File: src/rtl/alarm_pkg.sv
// Shared state encoding and widths for the multi-zone alarm controller.
package alarm_pkg;

  localparam int unsigned STATE_W = 3;

  typedef enum logic [STATE_W-1:0] {
    ST_DISARMED = 3'd0,
    ST_ARMED    = 3'd1,
    ST_ENTRY    = 3'd2,
    ST_ALARM    = 3'd3,
    ST_SILENCED = 3'd4
  } alarm_state_t;

endpackage

File: src/rtl/alarm_sync.sv
// Parametrised-width two-flop synchroniser for asynchronous pin inputs.
module alarm_sync #(
  parameter int unsigned WIDTH = 1
) (
  input  logic             clk,
  input  logic             rst_n,
  input  logic [WIDTH-1:0] d,
  output logic [WIDTH-1:0] q
);

  logic [WIDTH-1:0] meta_q, meta_d;
  logic [WIDTH-1:0] sync_q, sync_d;

  always_comb begin
    meta_d = d;
    sync_d = meta_q;
  end

  always_ff @(posedge clk or negedge rst_n) begin
    if (!rst_n) begin
      meta_q <= '0;
      sync_q <= '0;
    end else begin
      meta_q <= meta_d;
      sync_q <= sync_d;
    end
  end

  assign q = sync_q;

endmodule

File: src/rtl/multi_zone_alarm.sv
// Multi-zone security controller: arm refusal, entry delay, timed siren, zone memory.
// Optional tamper input/latch enabled by defining ALARM_TAMPER_EN.
module multi_zone_alarm
  import alarm_pkg::*;
#(
  parameter int unsigned NUM_ZONES    = 4,
  parameter int unsigned ENTRY_DLY    = 16,
  parameter int unsigned ALARM_CYCLES = 64
) (
  input  logic                 clk,
  input  logic                 rst_n,
  input  logic                 arm,
  input  logic                 disarm,
  input  logic [NUM_ZONES-1:0] sensor,
  input  logic [NUM_ZONES-1:0] zone_en,
`ifdef ALARM_TAMPER_EN
  input  logic                 tamper,
  output logic                 tamper_latched,
`endif
  output logic                 alarm,
  output logic [2:0]           state,
  output logic [NUM_ZONES-1:0] zone_latched,
  output logic                 arm_fault,
  output logic                 entry_active
);

  localparam int unsigned CNT_MAX = (ENTRY_DLY > ALARM_CYCLES) ? ENTRY_DLY : ALARM_CYCLES;
  localparam int unsigned CNT_W   = $clog2(CNT_MAX + 1);
  localparam logic [CNT_W-1:0] ENTRY_LOAD = CNT_W'(ENTRY_DLY - 1);
  localparam logic [CNT_W-1:0] ALARM_LOAD = CNT_W'(ALARM_CYCLES - 1);

  logic [NUM_ZONES-1:0] s_sync;
  logic [NUM_ZONES-1:0] hits;
  logic [NUM_ZONES-1:0] new_hits;
  logic                 hit;
  logic                 arm_rise;

  alarm_state_t         state_q, state_d;
  logic [CNT_W-1:0]     cnt_q, cnt_d;
  logic [NUM_ZONES-1:0] zone_latched_q, zone_latched_d;
  logic                 arm_fault_q, arm_fault_d;
  logic                 arm_prev_q, arm_prev_d;

  alarm_sync #(.WIDTH(NUM_ZONES)) u_sensor_sync (
    .clk   (clk),
    .rst_n (rst_n),
    .d     (sensor),
    .q     (s_sync)
  );

`ifdef ALARM_TAMPER_EN
  logic tamper_s;
  logic tamper_latched_q, tamper_latched_d;

  alarm_sync #(.WIDTH(1)) u_tamper_sync (
    .clk   (clk),
    .rst_n (rst_n),
    .d     (tamper),
    .q     (tamper_s)
  );
`endif

  always_comb begin
    hits     = s_sync & zone_en;
    hit      = |hits;
    new_hits = hits & ~zone_latched_q;
    arm_rise = arm & ~arm_prev_q;

    state_d        = state_q;
    cnt_d          = cnt_q;
    zone_latched_d = zone_latched_q;
    arm_fault_d    = 1'b0;
    arm_prev_d     = arm;
`ifdef ALARM_TAMPER_EN
    tamper_latched_d = tamper_latched_q | tamper_s;
`endif

    if (disarm) begin
      state_d        = ST_DISARMED;
      cnt_d          = '0;
      zone_latched_d = '0;
    end
`ifdef ALARM_TAMPER_EN
    else if (tamper_s) begin
      state_d = ST_ALARM;
      cnt_d   = ALARM_LOAD;
    end
`endif
    else begin
      case (state_q)
        ST_DISARMED: begin
          // Refusal only pulses on a fresh arm edge so a held button cannot spam faults.
          if (arm) begin
            if (!hit) begin
              state_d = ST_ARMED;
            end else if (arm_rise) begin
              arm_fault_d = 1'b1;
            end
          end
        end
        ST_ARMED: begin
          if (hit) begin
            state_d        = ST_ENTRY;
            cnt_d          = ENTRY_LOAD;
            zone_latched_d = zone_latched_q | hits;
          end
        end
        ST_ENTRY: begin
          zone_latched_d = zone_latched_q | hits;
          if (cnt_q == '0) begin
            state_d = ST_ALARM;
            cnt_d   = ALARM_LOAD;
          end else begin
            cnt_d = cnt_q - CNT_W'(1);
          end
        end
        ST_ALARM: begin
          zone_latched_d = zone_latched_q | hits;
          if (cnt_q == '0) begin
            state_d = ST_SILENCED;
          end else begin
            cnt_d = cnt_q - CNT_W'(1);
          end
        end
        ST_SILENCED: begin
          if (|new_hits) begin
            state_d        = ST_ALARM;
            cnt_d          = ALARM_LOAD;
            zone_latched_d = zone_latched_q | new_hits;
          end
        end
        default: begin
          state_d        = ST_DISARMED;
          cnt_d          = '0;
          zone_latched_d = '0;
        end
      endcase
    end
  end

  always_ff @(posedge clk or negedge rst_n) begin
    if (!rst_n) begin
      state_q        <= ST_DISARMED;
      cnt_q          <= '0;
      zone_latched_q <= '0;
      arm_fault_q    <= 1'b0;
      arm_prev_q     <= 1'b0;
    end else begin
      state_q        <= state_d;
      cnt_q          <= cnt_d;
      zone_latched_q <= zone_latched_d;
      arm_fault_q    <= arm_fault_d;
      arm_prev_q     <= arm_prev_d;
    end
  end

`ifdef ALARM_TAMPER_EN
  always_ff @(posedge clk or negedge rst_n) begin
    if (!rst_n) begin
      tamper_latched_q <= 1'b0;
    end else begin
      tamper_latched_q <= tamper_latched_d;
    end
  end

  assign tamper_latched = tamper_latched_q;
`endif

  assign alarm        = (state_q == ST_ALARM);
  assign entry_active = (state_q == ST_ENTRY);
  assign state        = state_q;
  assign zone_latched = zone_latched_q;
  assign arm_fault    = arm_fault_q;

endmodule
File: config.mk
export PLATFORM = sky130hd
export DESIGN_NAME = multi_zone_alarm
export DESIGN_NICKNAME = d
export VERILOG_FILES = /design/src/rtl/alarm_pkg.sv /design/src/rtl/alarm_sync.sv /design/src/rtl/multi_zone_alarm.sv
export SDC_FILE = /design/constraint.sdc
export NUM_CORES = 1
export LEC_CHECK = 0
export ABC_CLOCK_PERIOD_IN_PS = 4400
export CAP_MARGIN = 30
export CORE_MARGIN = 5
export CORE_UTILIZATION = 50
export CTS_CLUSTER_SIZE = 8
export DETAILED_ROUTE_END_ITERATION = 16
export PLACE_DENSITY = 0.85
export REMOVE_ABC_BUFFERS = 1
export SLEW_MARGIN = 20
export SYNTH_ARGS = -nofsm -noshare
export SYNTH_HDL_FRONTEND = slang
export SYNTH_SLANG_ARGS = --single-unit
File: constraint.sdc
create_clock -name clk -period 4.4 [get_ports clk]
set_clock_uncertainty 0.1 [all_clocks]
set_input_delay 0.44 -clock clk [delete_from_list [all_inputs] [get_ports clk]]
set_output_delay 0.44 -clock clk [all_outputs]
set_load 0.02 [all_outputs]
Word level (Yosys, flattened, before mapping)
Cells that the tools add are included.
{"block": "classes", "n_bitwise": 7, "n_addsub": 1, "n_reduce_logical": 8, "n_eq_ne": 12, "n_mux": 23}
{"operator": "$mux W7", "n": 5}
{"operator": "$pmux W7 S5", "n": 1}
{"operator": "$mux W3", "n": 7}
{"operator": "$pmux W4 S4", "n": 1}
{"operator": "$ne A3 B3 Y1 const B", "n": 5}
{"operator": "$pmux W3 S5", "n": 1}
{"operator": "$mux W4", "n": 3}
{"operator": "$and A4 B4 Y4", "n": 2}
{"operator": "$or A4 B4 Y4", "n": 2}
{"operator": "$reduce_or A4 Y1", "n": 2}
{"operator": "$logic_not A7 Y1", "n": 1}
{"operator": "$sub A7 B1 Y7 const B", "n": 1}
{"operator": "$eq A3 B2 Y1 const B", "n": 2}
{"operator": "$ne A3 B2 Y1 const B", "n": 2}
{"operator": "$reduce_and A6 Y1", "n": 1}
{"operator": "$mux W1", "n": 5}
{"operator": "$not A4 Y4", "n": 1}
{"operator": "$reduce_and A4 Y1", "n": 1}
{"operator": "$eq A3 B1 Y1 const B", "n": 1}
{"operator": "$eq A3 B3 Y1 const B", "n": 1}
{"operator": "$logic_not A3 Y1", "n": 1}
{"operator": "$reduce_and A3 Y1", "n": 1}
{"operator": "$ne A2 B2 Y1 const B", "n": 1}
{"operator": "$reduce_or A2 Y1", "n": 1}
{"operator": "2 further kinds", "n": 2}
{"block": "word_totals", "register_bits": 24, "out_inout_bits": 10, "elab_cells": 58}

Depth between registers and ports, before layout
{"block": "depth", "depth_word": 7, "mapped_depth": 7}

By module
Synthesis repeated with hierarchy kept, for this count alone.
{"block": "hier_totals", "hier_cells": 106, "area_unflattened_um2": 1211.2}
{"mod": "multi_zone_alarm", "seq_area_each_um2": 400.4, "cells_each": 98, "area_per_inst_um2": 1011.0, "instances": 1}
{"mod": "alarm_sync", "seq_area_each_um2": 200.2, "cells_each": 8, "area_per_inst_um2": 200.2, "instances": 1}

Worst setup path before layout
No wires, ideal clock.
{"block": "synth_timing", "path_kind": "reg-to-reg", "from": "reg cnt_q[4]", "to": "reg cnt_q[3]", "path_slack_ps": 2369, "t_arrival_ps": 1806, "path_stages_with_launch": 6, "setup_ps": 125, "period_less_slack_ps": 2031, "n_path_buf": 0, "cell_sequence": "dfrtp_1 > or4_4 > nor3b_4 > nand3_2 > nand3_4 > mux2_4"}
{"block": "synth_between", "elab_chain_cells": 4, "word_cells_on_any_way": 6, "cone_classes": "1 x eq/ne; 3 x mux; 2 x reduce/logical"}
{"element": "start, declared", "line": "multi_zone_alarm.sv:39", "text": "logic [CNT_W-1:0] cnt_q, cnt_d;"}
{"element": "start signal, assigned", "line": "multi_zone_alarm.sv:150", "text": "cnt_q <= cnt_d;"}
{"element": "$logic_not A7 Y1 (*)", "line": "multi_zone_alarm.sv:110, multi_zone_alarm.sv:119"}
{"element": "$mux W7", "line": "multi_zone_alarm.sv:110", "text": "if (cnt_q == '0) begin"}
{"element": "$pmux W7 S5", "line": "multi_zone_alarm.sv:90", "text": "case (state_q)"}
{"element": "$mux W7", "line": "multi_zone_alarm.sv:78", "text": "if (disarm) begin"}
Mark *: on every way between the ends. The rest lies on a longest branch, timed or not.
A chain may end at the register's enable or synchronous reset.

Worst setup path after layout
{"block": "layout_timing", "from": "reg state_q[2], in the netlist state[2]", "to": "out entry_active"}
{"block": "layout_between", "elab_chain_cells": 1}
{"element": "start, declared", "line": "multi_zone_alarm.sv:38", "text": "alarm_state_t state_q, state_d;"}
{"element": "start signal, assigned", "line": "multi_zone_alarm.sv:149", "text": "state_q <= state_d;"}
{"element": "$eq A3 B2 Y1", "line": "multi_zone_alarm.sv:170", "text": "assign entry_active = (state_q == ST_ENTRY);"}
{"element": "end, declared", "line": "multi_zone_alarm.sv:24", "text": "output logic entry_active"}
No other way between the ends.

==> results.tsv <==
stage	metric	value	unit
power_and_ir_drop	pwr dens	584	nW/um^2
critical_path	worst r2r src	cnt_q[4]	
route	total number of vias	992	
cells_and_area	filler cell count	186	
power_and_ir_drop	sw power	332	uW
global_route	GRT overflow	0	
sta	RSZ-0062 raised after global routing	false	
logic_synthesis	ys async rst share	1.00	
logic_synthesis	Syn Area/Cell	10.6	sq um
sta	Peak Freq	0.401	GHz
cells_and_area	diode count	0	
power_and_ir_drop	Reg power frac	0.357	
route	Max Used Layer	met4	
route	drt pass-1 iters	4	
die	Core Footprint	2410	sq um
logic_synthesis	Synth warnings	0	
job	max-cap violation count	0	
min_path	HP Class	reg -> reg	
logic_synthesis	Seq/Total Area, Yosys	0.490	
die	Die ar.	3540	sq um
place	Final HPWL DP	2020	um
sta	fin crit share	0.567	
logic_synthesis	area leader, netlist	dfrtp_1	
critical_path	RR Endpoint	cnt_q[3]	
status	outcome	completed	
logic_synthesis	most frequent cell after synthesis	dfrtp_1	
sta	max-slew violations	0	
route	WL met2	1380	um
route	WL met1	1110	um
critical_path	Max FO, Critical Path	12	
route	Routed WL	2660	um
critical_path	CP Data Required Time	3.86	ns
logic_synthesis	Synth Flop Type	dfrtp_1	
cells_and_area	fin nets	151	
cts	Reg clk slew, reported paths	0.13	ns
logic_synthesis	top-area cell type share of the netlist area	0.490	
die	IO Pins	22	
critical_path	endpoint class of the critical path	primary output	
power_and_ir_drop	clock share of power	0.177	
cts	TritonCTS Buffers	3	
critical_path	Reg2Reg Setup Slack	2.15	ns
logic_synthesis	Synth Cell Area	1220	sq um
place	Routability Congestion	0.905	
min_path	hold depth	0	
global_route	vias in the first global route	1020	
place	port bufs	21	
logic_synthesis	largest cells by area after synthesis	dfrtp_1, nand2_1, nor2_1	
critical_path	Reg2Reg Depth	5	
sta	endpoints failing setup	0	
min_path	Hold EP	u_sensor_sync.q[2]	
global_route	initial antenna violation count	0	
route	met3 wire len	125	um
power_and_ir_drop	VDD IR max	0.312	mV
power_and_ir_drop	Sw Share	0.373	
cts	H-tree levels	1	
logic_synthesis	Post-Syn Instances	116	
cts	postcts setup bufs	0	
global_route	largest net degree at the start of global routing	19	
critical_path	CP Launch Type	flip-flop	
cts	CTS resizes	0	
route	DRT antenna net count	0	
route	initial DRC count	88	
sta	TNS Setup	0	ns
logic_synthesis	Post-synth EDFFs	0	
cells_and_area	synthesis-to-finish area growth	24.5	%
cts	Root Buffer	clkbuf_4	
logic_synthesis	synthesis-stage register bit count	24	
logic_synthesis	top cells by count, synth	dfrtp_1, nand2_1, nor2_1, inv_1	
die	Die X	59.5	um
min_path	Worst Hold Launch	u_sensor_sync.meta_q[2]	
cts	Clock Sinks	24	
sta	Fin. Hold Viols	0	
route	DRC violation count after routing	0	
sta	Slew headroom	0.676	
cts	CTS tree	yes	
die	Starting Density	0.508	
power_and_ir_drop	Logic pwr share	0.465	
power_and_ir_drop	P_leak	0.000664	uW
cts	Hold Buf Count CTS	0	
cells_and_area	post-route insts no fill	166	
logic_synthesis	Synth cell types	42	
die	Rows	18	
place	pre-CTS WS	1.80	ns
route	wire length per cell	16.0	um
critical_path	Setup Crit Path Kind	reg -> out	
cts	Longest Clk Path Bufs	2	
place	# placed instances	162	
power_and_ir_drop	Internal Power	559	uW
global_route	Global Route Usage Sum	0.172	
cts	worst skew pair latency	0.31	ns
global_route	first-pass GRT wire length	4660	um
sta	final worst path period need	2.50	ns
critical_path	arrival time at the worst endpoint	1.96	ns
sta	Worst Tran Pin Value	0.486	ns
sta	post-layout worst setup margin	1.90	ns
cells_and_area	share of cells above drive strength 1	0.132	
route	Vias/cell	5.98	
die	Die Height	59.5	um
## state kept, by name (all words and copies together), names as in the netlist
register and cells:
state 3, arm_fault 1, u_sensor_sync.q 4, cnt_q 7
u_sensor_sync.meta_q 4, zone_latched 4, arm_prev_q 1
## layout make-up
type	count	area (sq um)	share of cell area
Sequential cell	24	601	0.394
Multi-Input combinational cell	81	578	0.379
Timing Repair Buffer	22	238	0.156
Tap cell	30	37.5	0.0246
Clock inverter	1	30.0	0.0197
Clock buffer	3	22.5	0.0148
Inverter	5	18.8	0.0123
## power by group through the flow
stage	clock (uW)	combinational [uW]	sequential [uW]
final	158	415	319
after global placement	0	394	317
after floorplan	0	281	323
after global routing	172	453	326
after detailed placement	0	411	321
after CTS	161	413	316
## worst max path at each step
stage	cells after the start	endpoint	slack, ns	start
2_1_floorplan	5	cnt_q[3]	2.33	state[0]
3_3_place_gp	6	cnt_q[4]	1.84	disarm
3_5_place_dp	6	cnt_q[3]	1.80	disarm
4_1_cts	3	entry_active	1.93	state[2]
5_1_grt	3	entry_active	1.76	state[2]
6_report	3	entry_active	1.90	state[2]
## kinds of logic (layout without fill, tap and decap cells)
logic type | after synthesis | after routing | synth area share
xor+xnor | 3 | 3 | 0.0215
mux | 3 | 3 | 0.0337
fa+ha+maj | 2 | 2 | 0.0204
buf+inv | 11 | 31 | 0.0378
compound gates | 27 | 27 | 0.169
simple gates | 46 | 46 | 0.228
flops | 24 | 24 | 0.490
## metal layers
metal | vias up | global-route usage
met4 | 0 | 0.0854
met1 | 484 | 0.226
li1 | 465 | -
met5 | - | 0
met3 | 4 | 0.0131
met2 | 39 | 0.284
## metrics by stage
step            util  power (uW)  cell area [sq um]  hold WS [ns]
3_5_place_dp   0.611         732               1470         0.235
5_1_grt        0.633         951               1530         0.260
3_3_place_gp   0.600         711               1450         0.232
6_report       0.633         891               1530         0.259
2_1_floorplan      -         604               1200        0.0444
4_1_cts        0.633         890               1530         0.260
## critical path, cell delays in order (launching register included)
cell	delay, ns
dfrtp_1	0.53
nand2b_1	0.32
nor2_1	0.17
clkdlybuf4s50_1	0.62
## cells in the final DEF (no fill, tap or decap), types with 2 or more instances in the layout
master / instances
a21oi_1: 4
o2bb2ai_1: 2
a31oi_1: 3
mux2_4: 2
or3b_2: 2
o21ai_0: 2
o221a_2: 2
ha_1: 2
a22o_1: 2
dfrtp_1: 24
o21a_1: 2
o22ai_1: 2
xnor2_1: 2
a41oi_1: 3
nor3_1: 3
inv_1: 5
clkdlybuf4s50_1: 21
or3_1: 3
nand2_1: 12
nor2_1: 10
clkbuf_4: 3
nand2b_1: 3
Note: power is estimated with default switching activity, not from simulation.
